==> config.mk <==
export PLATFORM = sky130hd
export DESIGN_NAME = replay_ctrl_flat
export DESIGN_NICKNAME = d
export VERILOG_FILES = /design/src/rtl/replay_pkg.sv /design/src/rtl/replay_ctrl_if.sv /design/src/rtl/replay_timer.sv /design/src/rtl/replay_ctrl.sv /design/src/flat_wrapper.sv
export SDC_FILE = /design/constraint.sdc
export NUM_CORES = 1
export LEC_CHECK = 0
export BUFFER_PORTS_ARGS = -buffer_cell sky130_fd_sc_hd__buf_4
export CORE_MARGIN = 1.5
export CORE_UTILIZATION = 55
export CTS_BUF_LIST = sky130_fd_sc_hd__clkbuf_8
export DETAILED_ROUTE_END_ITERATION = 8
export GPL_ROUTABILITY_DRIVEN = 0
export PLACE_DENSITY = 0.74
export SLEW_MARGIN = 20
export SYNTH_ARGS = -nofsm -noshare
export SYNTH_HDL_FRONTEND = slang
export SYNTH_SLANG_ARGS = --single-unit
export TNS_END_PERCENT = 20
==> constraint.sdc <==
create_clock -name clk -period 10.7 [get_ports clk]
set_input_delay 1.07 -clock clk [delete_from_list [all_inputs] [get_ports clk]]
set_output_delay 1.07 -clock clk [all_outputs]
set_load 0.01 [all_outputs]
==> src/rtl/replay_pkg.sv <==
// rtl/replay_pkg.sv - shared types, constants and sequence arithmetic for the replay controller
// Contents: SEQ_W, DLLP type codes, FSM state enum, seq_diff() modulo subtract.
package replay_pkg;

    localparam int SEQ_W = 12;

    localparam logic [1:0] DLLP_NONE = 2'b00;
    localparam logic [1:0] DLLP_ACK  = 2'b01;
    localparam logic [1:0] DLLP_NAK  = 2'b10;

    typedef enum logic [1:0] {
        ST_IDLE    = 2'd0,
        ST_REPLAY  = 2'd1,
        ST_RETRAIN = 2'd2
    } state_t;

    // (a - b) mod 2^SEQ_W; the natural wrap of the fixed-width subtract does the modulo.
    function automatic logic [SEQ_W-1:0] seq_diff(input logic [SEQ_W-1:0] a,
                                                  input logic [SEQ_W-1:0] b);
        return a - b;
    endfunction

endpackage

==> src/rtl/replay_ctrl_if.sv <==
// rtl/replay_ctrl_if.sv - handshake/bus bundle between the replay controller and its environment
// Groups: TLP accept (tx_*), buffer addressing (buf_*), AckNak input (dllp_*),
// replay stream (rp_*), retrain handshake and status (replay_active, dllp_err, count).
// Modports: master = controller side, slave = link/buffer side.
interface replay_ctrl_if #(
    parameter int DEPTH_LOG2 = 3
);
    import replay_pkg::*;

    logic                  tx_valid;
    logic                  tx_ready;
    logic [SEQ_W-1:0]      tx_seq;
    logic                  buf_we;
    logic [DEPTH_LOG2-1:0] buf_waddr;
    logic                  buf_oe;
    logic [DEPTH_LOG2-1:0] buf_raddr;
    logic                  dllp_valid;
    logic [1:0]            dllp_type;
    logic [SEQ_W-1:0]      dllp_seq;
    logic                  rp_ready;
    logic                  rp_valid;
    logic [SEQ_W-1:0]      rp_seq;
    logic                  replay_active;
    logic                  retrain_req;
    logic                  retrain_done;
    logic                  dllp_err;
    logic [DEPTH_LOG2:0]   count;

    modport master (
        input  tx_valid, dllp_valid, dllp_type, dllp_seq, rp_ready, retrain_done,
        output tx_ready, tx_seq, buf_we, buf_waddr, buf_oe, buf_raddr,
               rp_valid, rp_seq, replay_active, retrain_req, dllp_err, count
    );

    modport slave (
        output tx_valid, dllp_valid, dllp_type, dllp_seq, rp_ready, retrain_done,
        input  tx_ready, tx_seq, buf_we, buf_waddr, buf_oe, buf_raddr,
               rp_valid, rp_seq, replay_active, retrain_req, dllp_err, count
    );

endinterface

==> src/rtl/replay_timer.sv <==
// rtl/replay_timer.sv - replay timer: counts enabled cycles, pulses expire at TIMEOUT-1
// Ports: clk, reset (async active-low), i_clear (highest priority), i_load/i_load_val,
// i_enable (increment), o_expire (combinational, high while enabled at TIMEOUT-1).
module replay_timer #(
    parameter int TIMER_W = 10,
    parameter int TIMEOUT = 700
) (
    input  logic               clk,
    input  logic               reset,
    input  logic               i_clear,
    input  logic               i_load,
    input  logic [TIMER_W-1:0] i_load_val,
    input  logic               i_enable,
    output logic               o_expire
);

    logic [TIMER_W-1:0] r_timer;

    always_ff @(posedge clk or negedge reset) begin
        if (!reset) begin
            r_timer <= '0;
        end else if (i_clear) begin
            r_timer <= '0;
        end else if (i_load) begin
            r_timer <= i_load_val;
        end else if (i_enable) begin
            r_timer <= r_timer + TIMER_W'(1);
        end
    end

    assign o_expire = i_enable && (r_timer == TIMER_W'(TIMEOUT - 1));

endmodule

==> src/rtl/replay_ctrl.sv <==
// rtl/replay_ctrl.sv - data-link replay buffer sequencing controller
// Assigns sequence numbers to accepted TLP words, addresses the replay RAM,
// retires entries on ACK, replays on NAK/timeout, escalates to retrain.
// Ports: clk, reset (async active-low), bus (replay_ctrl_if.master: tx_*, buf_*,
// dllp_*, rp_*, retrain_req/retrain_done, replay_active, dllp_err, count).
module replay_ctrl
    import replay_pkg::*;
#(
    parameter int DEPTH_LOG2 = 3,
    parameter int TIMER_W    = 10,
    parameter int TIMEOUT    = 700,
    parameter int MAX_REPLAY = 4
) (
    input  logic          clk,
    input  logic          reset,
    replay_ctrl_if.master bus
);

    localparam int               RN_W     = $clog2(MAX_REPLAY + 1);
    localparam logic [SEQ_W-1:0] SEQ_ONE  = SEQ_W'(1);
    localparam logic [SEQ_W-1:0] FULL_CNT = SEQ_W'(1 << DEPTH_LOG2);
    localparam logic [RN_W-1:0]  RN_MAX   = RN_W'(MAX_REPLAY);

    state_t           r_state;
    logic [SEQ_W-1:0] r_next_seq;
    logic [SEQ_W-1:0] r_acked_seq;
    logic [SEQ_W-1:0] r_rd_seq;
    logic [RN_W-1:0]  r_replay_num;
    logic             r_tx_ready;
    logic             r_rp_valid;
    logic [SEQ_W-1:0] r_rp_seq;
    logic             r_dllp_err;

    logic [SEQ_W-1:0] w_count;
    logic [SEQ_W-1:0] w_d;
    logic             w_accept;
    logic             w_acknak;
    logic             w_is_nak;
    logic             w_purge;
    logic             w_range_err;
    logic [SEQ_W-1:0] w_acked_nxt;
    logic [SEQ_W-1:0] w_next_seq_nxt;
    logic [SEQ_W-1:0] w_count_nxt;
    logic             w_issue;
    logic [SEQ_W-1:0] w_rd_adv;
    logic             w_rd_jump;
    logic             w_timer_en;
    logic             w_expire;
    logic             w_nak_trig;
    logic             w_trigger;
    logic [RN_W-1:0]  w_rn_base;
    logic [RN_W-1:0]  w_rn_inc;

    state_t           w_state_nxt;
    logic [SEQ_W-1:0] w_rd_nxt;
    logic [RN_W-1:0]  w_rn_nxt;
    logic             w_timer_clr;

    // Occupancy is derived from the two sequence pointers rather than kept separately.
    assign w_count     = seq_diff(r_next_seq, r_acked_seq) - SEQ_ONE;
    assign w_accept    = bus.tx_valid && r_tx_ready;
    assign w_acknak    = bus.dllp_valid && ((bus.dllp_type == DLLP_ACK) || (bus.dllp_type == DLLP_NAK));
    assign w_is_nak    = bus.dllp_valid && (bus.dllp_type == DLLP_NAK);
    assign w_d         = seq_diff(bus.dllp_seq, r_acked_seq);
    assign w_purge     = w_acknak && (w_d != '0) && (w_d <= w_count);
    assign w_range_err = w_acknak && (w_d > w_count);

    assign w_acked_nxt    = w_purge ? bus.dllp_seq : r_acked_seq;
    assign w_next_seq_nxt = w_accept ? (r_next_seq + SEQ_ONE) : r_next_seq;
    assign w_count_nxt    = seq_diff(w_next_seq_nxt, w_acked_nxt) - SEQ_ONE;

    assign w_issue  = (r_state == ST_REPLAY) && bus.rp_ready && (r_rd_seq != r_next_seq);
    assign w_rd_adv = w_issue ? (r_rd_seq + SEQ_ONE) : r_rd_seq;

    // Both distances are measured from the old acked_seq so the compare survives the 4095->0 wrap.
    assign w_rd_jump = w_purge &&
                       (seq_diff(w_acked_nxt, r_acked_seq) >= seq_diff(w_rd_adv, r_acked_seq));

    assign w_timer_en = (r_state == ST_IDLE) && (w_count != '0);

    // A NAK naming acked_seq itself (d==0) purges nothing but still replays everything outstanding.
    assign w_nak_trig = w_is_nak && (w_purge || (w_d == '0)) && (w_count_nxt != '0);
    // Forward progress from an ACK in the expiry cycle wins over the timeout.
    assign w_trigger  = (r_state == ST_IDLE) && (w_nak_trig || (w_expire && !w_purge));

    assign w_rn_base = w_purge ? '0 : r_replay_num;
    assign w_rn_inc  = w_rn_base + RN_W'(1);

    always_comb begin
        w_state_nxt = r_state;
        w_rd_nxt    = r_rd_seq;
        w_rn_nxt    = w_rn_base;
        w_timer_clr = w_purge || (w_count == '0);
        unique case (r_state)
            ST_IDLE: begin
                if (w_trigger) begin
                    w_timer_clr = 1'b1;
                    if (w_rn_inc == RN_MAX) begin
                        w_state_nxt = ST_RETRAIN;
                    end else begin
                        w_rn_nxt    = w_rn_inc;
                        w_rd_nxt    = w_acked_nxt + SEQ_ONE;
                        w_state_nxt = ST_REPLAY;
                    end
                end
            end
            ST_REPLAY: begin
                w_rd_nxt = w_rd_jump ? (w_acked_nxt + SEQ_ONE) : w_rd_adv;
                // Nothing left to read: either the last entry was issued or an ACK covered the rest.
                if (w_rd_nxt == r_next_seq) begin
                    w_state_nxt = ST_IDLE;
                    w_timer_clr = 1'b1;
                end
            end
            ST_RETRAIN: begin
                if (bus.retrain_done) begin
                    w_rn_nxt    = '0;
                    w_rd_nxt    = w_acked_nxt + SEQ_ONE;
                    w_timer_clr = 1'b1;
                    w_state_nxt = (w_count_nxt != '0) ? ST_REPLAY : ST_IDLE;
                end
            end
            default: begin
                w_state_nxt = ST_IDLE;
            end
        endcase
    end

    always_ff @(posedge clk or negedge reset) begin
        if (!reset) begin
            r_state      <= ST_IDLE;
            r_next_seq   <= '0;
            r_acked_seq  <= '1;
            r_rd_seq     <= '0;
            r_replay_num <= '0;
            r_tx_ready   <= 1'b0;
            r_rp_valid   <= 1'b0;
            r_rp_seq     <= '0;
            r_dllp_err   <= 1'b0;
        end else begin
            r_state      <= w_state_nxt;
            r_next_seq   <= w_next_seq_nxt;
            r_acked_seq  <= w_acked_nxt;
            r_rd_seq     <= w_rd_nxt;
            r_replay_num <= w_rn_nxt;
            // Registered so tx_ready stays low during reset yet equals (IDLE && !full) afterwards.
            r_tx_ready   <= (w_state_nxt == ST_IDLE) && (w_count_nxt != FULL_CNT);
            // The buffer returns data one cycle after buf_oe, so the tag follows by one cycle too.
            r_rp_valid   <= w_issue;
            r_rp_seq     <= r_rd_seq;
            r_dllp_err   <= w_range_err;
        end
    end

    replay_timer #(
        .TIMER_W (TIMER_W),
        .TIMEOUT (TIMEOUT)
    ) u_timer (
        .clk        (clk),
        .reset      (reset),
        .i_clear    (w_timer_clr),
        .i_load     (1'b0),
        .i_load_val ('0),
        .i_enable   (w_timer_en),
        .o_expire   (w_expire)
    );

    assign bus.tx_ready      = r_tx_ready;
    assign bus.tx_seq        = r_next_seq;
    assign bus.buf_we        = w_accept;
    assign bus.buf_waddr     = r_next_seq[DEPTH_LOG2-1:0];
    assign bus.buf_oe        = w_issue;
    assign bus.buf_raddr     = r_rd_seq[DEPTH_LOG2-1:0];
    assign bus.rp_valid      = r_rp_valid;
    assign bus.rp_seq        = r_rp_seq;
    assign bus.replay_active = (r_state != ST_IDLE);
    assign bus.retrain_req   = (r_state == ST_RETRAIN);
    assign bus.dllp_err      = r_dllp_err;
    assign bus.count         = w_count[DEPTH_LOG2:0];

endmodule

==> src/flat_wrapper.sv <==
// flat-port wrapper written by rule: the top's interface ports become plain ports
module replay_ctrl_flat import replay_pkg::*;
#(
    parameter int DEPTH_LOG2 = 3,
    parameter int TIMER_W    = 10,
    parameter int TIMEOUT    = 700,
    parameter int MAX_REPLAY = 4
)
  (clk, reset, bus_tx_valid, bus_dllp_valid, bus_dllp_type, bus_dllp_seq, bus_rp_ready, bus_retrain_done, bus_tx_ready, bus_tx_seq, bus_buf_we, bus_buf_waddr, bus_buf_oe, bus_buf_raddr, bus_rp_valid, bus_rp_seq, bus_replay_active, bus_retrain_req, bus_dllp_err, bus_count);
  replay_ctrl_if #(.DEPTH_LOG2(DEPTH_LOG2)) bus_i ();
  input  logic clk;
  input  logic reset;
  input wire logic [$bits(bus_i.tx_valid)-1:0] bus_tx_valid;
  input wire logic [$bits(bus_i.dllp_valid)-1:0] bus_dllp_valid;
  input wire logic [$bits(bus_i.dllp_type)-1:0] bus_dllp_type;
  input wire logic [$bits(bus_i.dllp_seq)-1:0] bus_dllp_seq;
  input wire logic [$bits(bus_i.rp_ready)-1:0] bus_rp_ready;
  input wire logic [$bits(bus_i.retrain_done)-1:0] bus_retrain_done;
  output wire logic [$bits(bus_i.tx_ready)-1:0] bus_tx_ready;
  output wire logic [$bits(bus_i.tx_seq)-1:0] bus_tx_seq;
  output wire logic [$bits(bus_i.buf_we)-1:0] bus_buf_we;
  output wire logic [$bits(bus_i.buf_waddr)-1:0] bus_buf_waddr;
  output wire logic [$bits(bus_i.buf_oe)-1:0] bus_buf_oe;
  output wire logic [$bits(bus_i.buf_raddr)-1:0] bus_buf_raddr;
  output wire logic [$bits(bus_i.rp_valid)-1:0] bus_rp_valid;
  output wire logic [$bits(bus_i.rp_seq)-1:0] bus_rp_seq;
  output wire logic [$bits(bus_i.replay_active)-1:0] bus_replay_active;
  output wire logic [$bits(bus_i.retrain_req)-1:0] bus_retrain_req;
  output wire logic [$bits(bus_i.dllp_err)-1:0] bus_dllp_err;
  output wire logic [$bits(bus_i.count)-1:0] bus_count;
  assign bus_i.tx_valid = bus_tx_valid;
  assign bus_i.dllp_valid = bus_dllp_valid;
  assign bus_i.dllp_type = bus_dllp_type;
  assign bus_i.dllp_seq = bus_dllp_seq;
  assign bus_i.rp_ready = bus_rp_ready;
  assign bus_i.retrain_done = bus_retrain_done;
  assign bus_tx_ready = bus_i.tx_ready;
  assign bus_tx_seq = bus_i.tx_seq;
  assign bus_buf_we = bus_i.buf_we;
  assign bus_buf_waddr = bus_i.buf_waddr;
  assign bus_buf_oe = bus_i.buf_oe;
  assign bus_buf_raddr = bus_i.buf_raddr;
  assign bus_rp_valid = bus_i.rp_valid;
  assign bus_rp_seq = bus_i.rp_seq;
  assign bus_replay_active = bus_i.replay_active;
  assign bus_retrain_req = bus_i.retrain_req;
  assign bus_dllp_err = bus_i.dllp_err;
  assign bus_count = bus_i.count;
  replay_ctrl #(.DEPTH_LOG2(DEPTH_LOG2), .TIMER_W(TIMER_W), .TIMEOUT(TIMEOUT), .MAX_REPLAY(MAX_REPLAY)) u_core (.clk(clk), .reset(reset), .bus(bus_i));
endmodule
==> results of run 1 <==
## state kept, by name (all words and copies together), names as in the netlist
name / cells
u_core.bus.tx_ready: 1
u_core.bus.tx_seq: 12
u_core.bus.dllp_err: 1
u_core.r_acked_seq: 12
u_core.r_state: 2
u_core.bus.rp_valid: 1
u_core.u_timer.r_timer: 10
u_core.r_rd_seq: 12
u_core.bus.rp_seq: 12
u_core.r_replay_num: 3
## area by class of cell
| type | instances | share of cell area |
|---|---|---|
| Sequential cell | 66 | 0.202 |
| Timing Repair Buffer | 64 | 0.0582 |
| Inverter | 68 | 0.0309 |
| Tap cell | 176 | 0.0267 |
| Clock buffer | 9 | 0.0150 |
| Multi-Input combinational cell | 705 | 0.657 |
| Clock inverter | 7 | 0.0106 |
## kinds of logic (layout without fill, tap and decap cells)
group                    after synthesis  after routing  share of synthesized area
AND/OR/NAND/NOR                      255            255                      0.179
XOR/XNOR                             115            115                      0.134
adder cells (fa/ha/maj)               95             95                      0.163
buffers and inverters                109            148                     0.0593
AO/OA/AOI/OAI                        210            210                      0.196
flip-flops                            66             66                      0.221
multiplexers                          30             30                     0.0475
## stage by stage
step            util  instances  hold slack, ns  area, um^2
2_1_floorplan      -        880           0.352        7530
3_3_place_gp   0.605       1079           0.484        8040
3_5_place_dp   0.605       1079           0.481        8040
4_1_cts        0.621       1095           0.496        8250
5_1_grt        0.621       1095           0.509        8250
6_report       0.621       1095           0.489        8250
## synthesized netlist by cell type (7+ instances only)
| cell type | n |
|---|---|
| and3_1 | 14 |
| ha_1 | 90 |
| mux2i_1 | 11 |
| nand4_1 | 26 |
| mux2_2 | 8 |
| inv_1 | 60 |
| xnor2_1 | 73 |
| mux2_4 | 9 |
| xor2_1 | 42 |
| dfstp_2 | 12 |
| nor3_1 | 15 |
| nor2_1 | 49 |
| nand2_1 | 48 |
| nand3_1 | 31 |
| nand2b_1 | 15 |
| o21ai_0 | 39 |
| nor2b_1 | 14 |
| dfrtp_1 | 54 |
| inv_2 | 7 |
| a21oi_1 | 43 |
| clkbuf_1 | 26 |
| a21o_1 | 24 |
| a211oi_1 | 10 |
| o21a_1 | 9 |
| o211ai_1 | 7 |
| and2_1 | 7 |
## worst max path at each step
| stage | startpoint | to | depth (start not counted) |
|---|---|---|---|
| after global routing | u_core.r_acked_seq[1] | u_core.u_timer.r_timer[5] | 37 |
| after CTS | u_core.r_acked_seq[1] | u_core.u_timer.r_timer[3] | 36 |
| after floorplan | bus_dllp_seq[4] | u_core.u_timer.r_timer[0] | 41 |
| after global placement | bus_dllp_seq[3] | u_core.u_timer.r_timer[9] | 39 |
| after detailed placement | bus_dllp_seq[4] | u_core.u_timer.r_timer[3] | 38 |
| final | u_core.r_acked_seq[1] | u_core.u_timer.r_timer[3] | 36 |
## worst register-to-register path, delay by kind of cell (launching register included)
family | cells | cell delay [ns]
XOR/XNOR | 2 | 0.36
AND/OR/NAND/NOR | 7 | 1.54
AO/OA/AOI/OAI | 20 | 4.66
adder cells (fa/ha/maj) | 4 | 1.34
multiplexers | 1 | 0.35
flip-flops | 1 | 0.72
buffers and inverters | 2 | 0.35
## metal layers
layer,global-route usage,vias to the layer above,share of wire
met3,0.0623,58,0.073
li1,-,3225,-
met4,0.129,0,0.038
met2,0.456,254,0.44
met1,0.403,3129,0.45
met5,0,-,0
==> impl_results.md, run 1 <==
* CP Launch Type: flop
* Antenna cells at 0
* Worst-Margin Slew at 0.854 ns
* RSZ-0062 raised after global routing: no
* Cells after synthesis at 880
* First-pass iteration count of the detailed router at 5
* CTS Sinks at 66
* TNS Setup at 0 ns
* CTS Buf Count at 9
* Min Tclk post-route at 9.46 ns
* Initial antenna violation count at 0
* Via count at 6,666
* Core area at 13,300 um^2
* Hold Path End: u_core.bus.rp_seq[11]
* Final Hold Viols at 0
* Flop2flop setup slack at 1.24 ns
* Vias in the first global route at 6,207
* Largest delay share family, worst path: compound AO/OA/AOI/OAI gates
* Worst-path clk slew at 0.08 ns
* CP max stage cell: dfstp_2
* Hold Path Cell Cnt at 0
* Detailed Route Iter0 Violations at 652
* Global-route wire length before repair at 33.1 mm
* Die area at 14,400 um^2
* GRT overflow at 0
* Syn Nets at 995
* Max-slew headroom at 0.431
* Post-CTS Setup Bufs at 0
* Max-slew violations at 0
* Post_cts resized at 0
* Most frequent cells in the layout: ha_1, xnor2_1, buf_4
* DR vias/cell at 6.09
* Root buffer cell: clkbuf_8
* Drt total wl at 20.9 mm
* Register area at 1670 um^2
* All-Layer GR Usage at 0.297
* Setup Viol. Count Final at 0
* Critical Path RT at 10.94 ns
* H-tree depth at 3
* Synth warn at 0
* Reg-to-reg startpoint: u_core.r_acked_seq[1]
* # port buffers at 60
* Final #Nets at 1,029
* DR WL/cell at 19.1 um
* Max incr delay on CP at 0.72 ns
* Ratio of final minimum period to clock period at 0.884
* Number of enable flip-flop cells after synthesis at 0
* Share of post-route cells with drive strength above 1 at 0.141
* IO Count at 61
* Synthesis-stage register bit count at 66
* Reg2reg end: u_core.u_timer.r_timer[3]
* Clock buffer depth at 2
* Setup ws final at 1.24 ns
* Register area share after synthesis at 0.221
* Clk Latency, worst-skew pair at 0.38 ns
* Post-route ant nets at 0
* Top FF cell, synth: dfrtp_1
* Crit-path max FO at 13
* Hold WC Path Type: flop to flop
* Placement Setup Slack at 1.16 ns
* Post-detail-place hpwl at 16.5 mm
* Outcome: finished, final reports clean
* Multi-input logic area at 5420 um^2
* CTS tree: yes
* Die Wd at 120 um
* Max Freq at 0.106 GHz
* Setup CP Type: flop to flop
* Worst Path Buf+Inv at 2
* Cell variety after synth at 82
* Syn_area_per_cell at 8.56 um^2
* Cell area after synthesis at 7530 um^2
* Crit path arrival time at 9.70 ns
* Critical path capture point type: flop
* Skew final at 0.0234 ns
* Initial Utilization at 0.566
* Worst R2R Path Depth at 36
* Max-cap violation count at 0
* Min-delay src: u_core.r_rd_seq[11]
* P&R area growth vs syn at 9.57%
* FILL cells at 1,172
* Synth area leaders: dfrtp_1, ha_1, xnor2_1
* Die height at 120 um
* Largest net degree at the start of global routing at 67
* Most common cell after layout, fill and taps aside: ha_1
* Post-synth ARST share at 1.00
* Row Count at 42
* Dominant cell type by area after synthesis: dfrtp_1
* Synth top area share at 0.179
* Post-CTS Hold Buffers at 0
* DRC at 0
* Most used cell, CP: a21o_1
Power of run 1 is left out: the tool's default activity adds up to more than one toggle a clock period on the data nets, which glitch-free logic cannot reach.
==> run 2, diff against run 1 <==
Settings changed: CORE_UTILIZATION 55 to 25, PLACE_DENSITY 0.74 to not set.
==> run 2 against run 1 <==
Against the previous run: critical endpoint is now u_core.u_timer.r_timer[0]; register-to-register slack worse by 0.15 ns; clock-buffer cell count stayed put; clock skew shrank 0.013 ns; final cell count is 20% higher; via count fell by 1.1%; sequential share of layout area is 0.68 points lower; worst setup slack worse by 0.15 ns; global-route usage is 15 points lower; first-iteration DRC count fell by 33%; maximum frequency shrank 1.6%; final area rose by 3.5%.
==> impl_results.md, run 2 (same netlist as run 1, synthesis figures left out) <==
* Root buffer cell: clkbuf_8
* Hold WC Path Type: flop to flop
* Max-cap violation count at 0
* Max Freq at 0.104 GHz
* Detailed Route Iter0 Violations at 435
* Global-route wire length before repair at 35.4 mm
* Die height at 177 um
* CTS tree: yes
* Post-detail-place hpwl at 18.3 mm
* Max-slew violations at 0
* WP depth at 37
* Hold Path Cell Cnt at 0
* TNS Setup at 0 ns
* Worst-Margin Slew at 0.906 ns
* Hold Path End: u_core.bus.rp_seq[9]
* Most frequent cells in the layout: ha_1, xnor2_1, buf_4
* All-Layer GR Usage at 0.150
* Reg-to-reg startpoint: u_core.r_acked_seq[1]
* CP Launch Type: flop
* Crit path arrival time at 9.85 ns
* Share of post-route cells with drive strength above 1 at 0.146
* Final Hold Viols at 0
* Most common cell after layout, fill and taps aside: ha_1
* Post-route ant nets at 0
* Max-slew headroom at 0.396
* Worst-path clk slew at 0.08 ns
* Vias in the first global route at 6,337
* H-tree depth at 3
* Die Wd at 177 um
* Initial Utilization at 0.254
* Largest net degree at the start of global routing at 67
* GRT overflow at 0
* Post-CTS Setup Bufs at 0
* Critical path capture point type: flop
* Post-CTS Hold Buffers at 0
* IO Count at 61
* RSZ-0062 raised after global routing: no
* Worst R2R Path Depth at 37
* Skew final at 0.0103 ns
* Most used cell, CP: a21o_1
* DR WL/cell at 17.5 um
* CTS Buf Count at 9
* DRC at 0
* Crit-path max FO at 13
* Ratio of final minimum period to clock period at 0.898
* Flop2flop setup slack at 1.09 ns
* CTS Sinks at 66
* P&R area growth vs syn at 13.4%
* FILL cells at 3,207
* Via count at 6,592
* Initial antenna violation count at 0
* Drt total wl at 22.9 mm
* CP max stage cell: dfstp_2
* Worst Path Buf+Inv at 2
* Setup CP Type: flop to flop
* Die area at 31,200 um^2
* Min Tclk post-route at 9.61 ns
* Clock buffer depth at 2
* # port buffers at 60
* Post_cts resized at 0
* Max incr delay on CP at 0.71 ns
* Util after Layout at 0.288
* Critical Path RT at 10.94 ns
* DR vias/cell at 5.03
* Largest delay share family, worst path: compound AO/OA/AOI/OAI gates
* Final #Nets at 1,030
* Clk Latency, worst-skew pair at 0.37 ns
* Setup Viol. Count Final at 0
* Antenna cells at 0
* Outcome: finished, final reports clean
* Row Count at 63
* First-pass iteration count of the detailed router at 4
* Min-delay src: u_core.r_rd_seq[9]
* Reg2reg end: u_core.u_timer.r_timer[0]
* Core area at 29,600 um^2
-- run 2: area by class of cell --
cell class | instances | area (um^2) | area share
clock inverters | 7 | 101 | 0.0119
well taps | 390 | 488 | 0.0571
clock buffers | 9 | 124 | 0.0145
flip-flops and latches | 66 | 1670 | 0.195
inverters | 68 | 255 | 0.0299
repair buffers | 65 | 488 | 0.0571
multi-input cells | 705 | 5420 | 0.634
-- run 2: worst reg2reg max path: cells and delay by family, from the launching register on --
kind / cells / cell delay (ns)
AOI/OAI and AO/OA: 21 / 4.81
xor gates and xnor gates: 2 / 0.35
adders and majority gates: 5 / 1.76
buffers and inverters: 2 / 0.41
DFF: 1 / 0.71
and+or+nand+nor: 7 / 1.47
-- run 2: how the worst max path moves through the flow --
stage               slack, ns                  start                         to
floorplan                1.87        bus_dllp_seq[4]  u_core.u_timer.r_timer[0]
global placement         1.20        bus_dllp_seq[0]  u_core.u_timer.r_timer[9]
detailed placement       0.98        bus_dllp_seq[0]  u_core.u_timer.r_timer[5]
CTS                      1.16   u_core.bus.tx_seq[0]  u_core.u_timer.r_timer[0]
global route             0.28   u_core.bus.tx_seq[0]  u_core.u_timer.r_timer[2]
finish                   1.09  u_core.r_acked_seq[1]  u_core.u_timer.r_timer[0]
-- run 2: metal layers --
metal  track usage  vias up  routed length [um]
met1         0.186     3145               10100
li1              -     3227                   -
met3        0.0228       59                 859
met5             0        -                   0
met4        0.0950        0                1310
met2         0.242      161               10700
-- run 2: through the flow --
stage	std cells	instance area (um^2)	worst slack [ns]	hold WS, ns
final	1310	8540	1.09	0.512
after detailed placement	1294	8310	0.978	0.486
after global placement	1294	8310	1.20	0.490
after CTS	1310	8540	1.16	0.504
after floorplan	880	7530	1.87	0.352
after global routing	1310	8540	0.278	0.536
Power of run 2 is left out for the same reason.
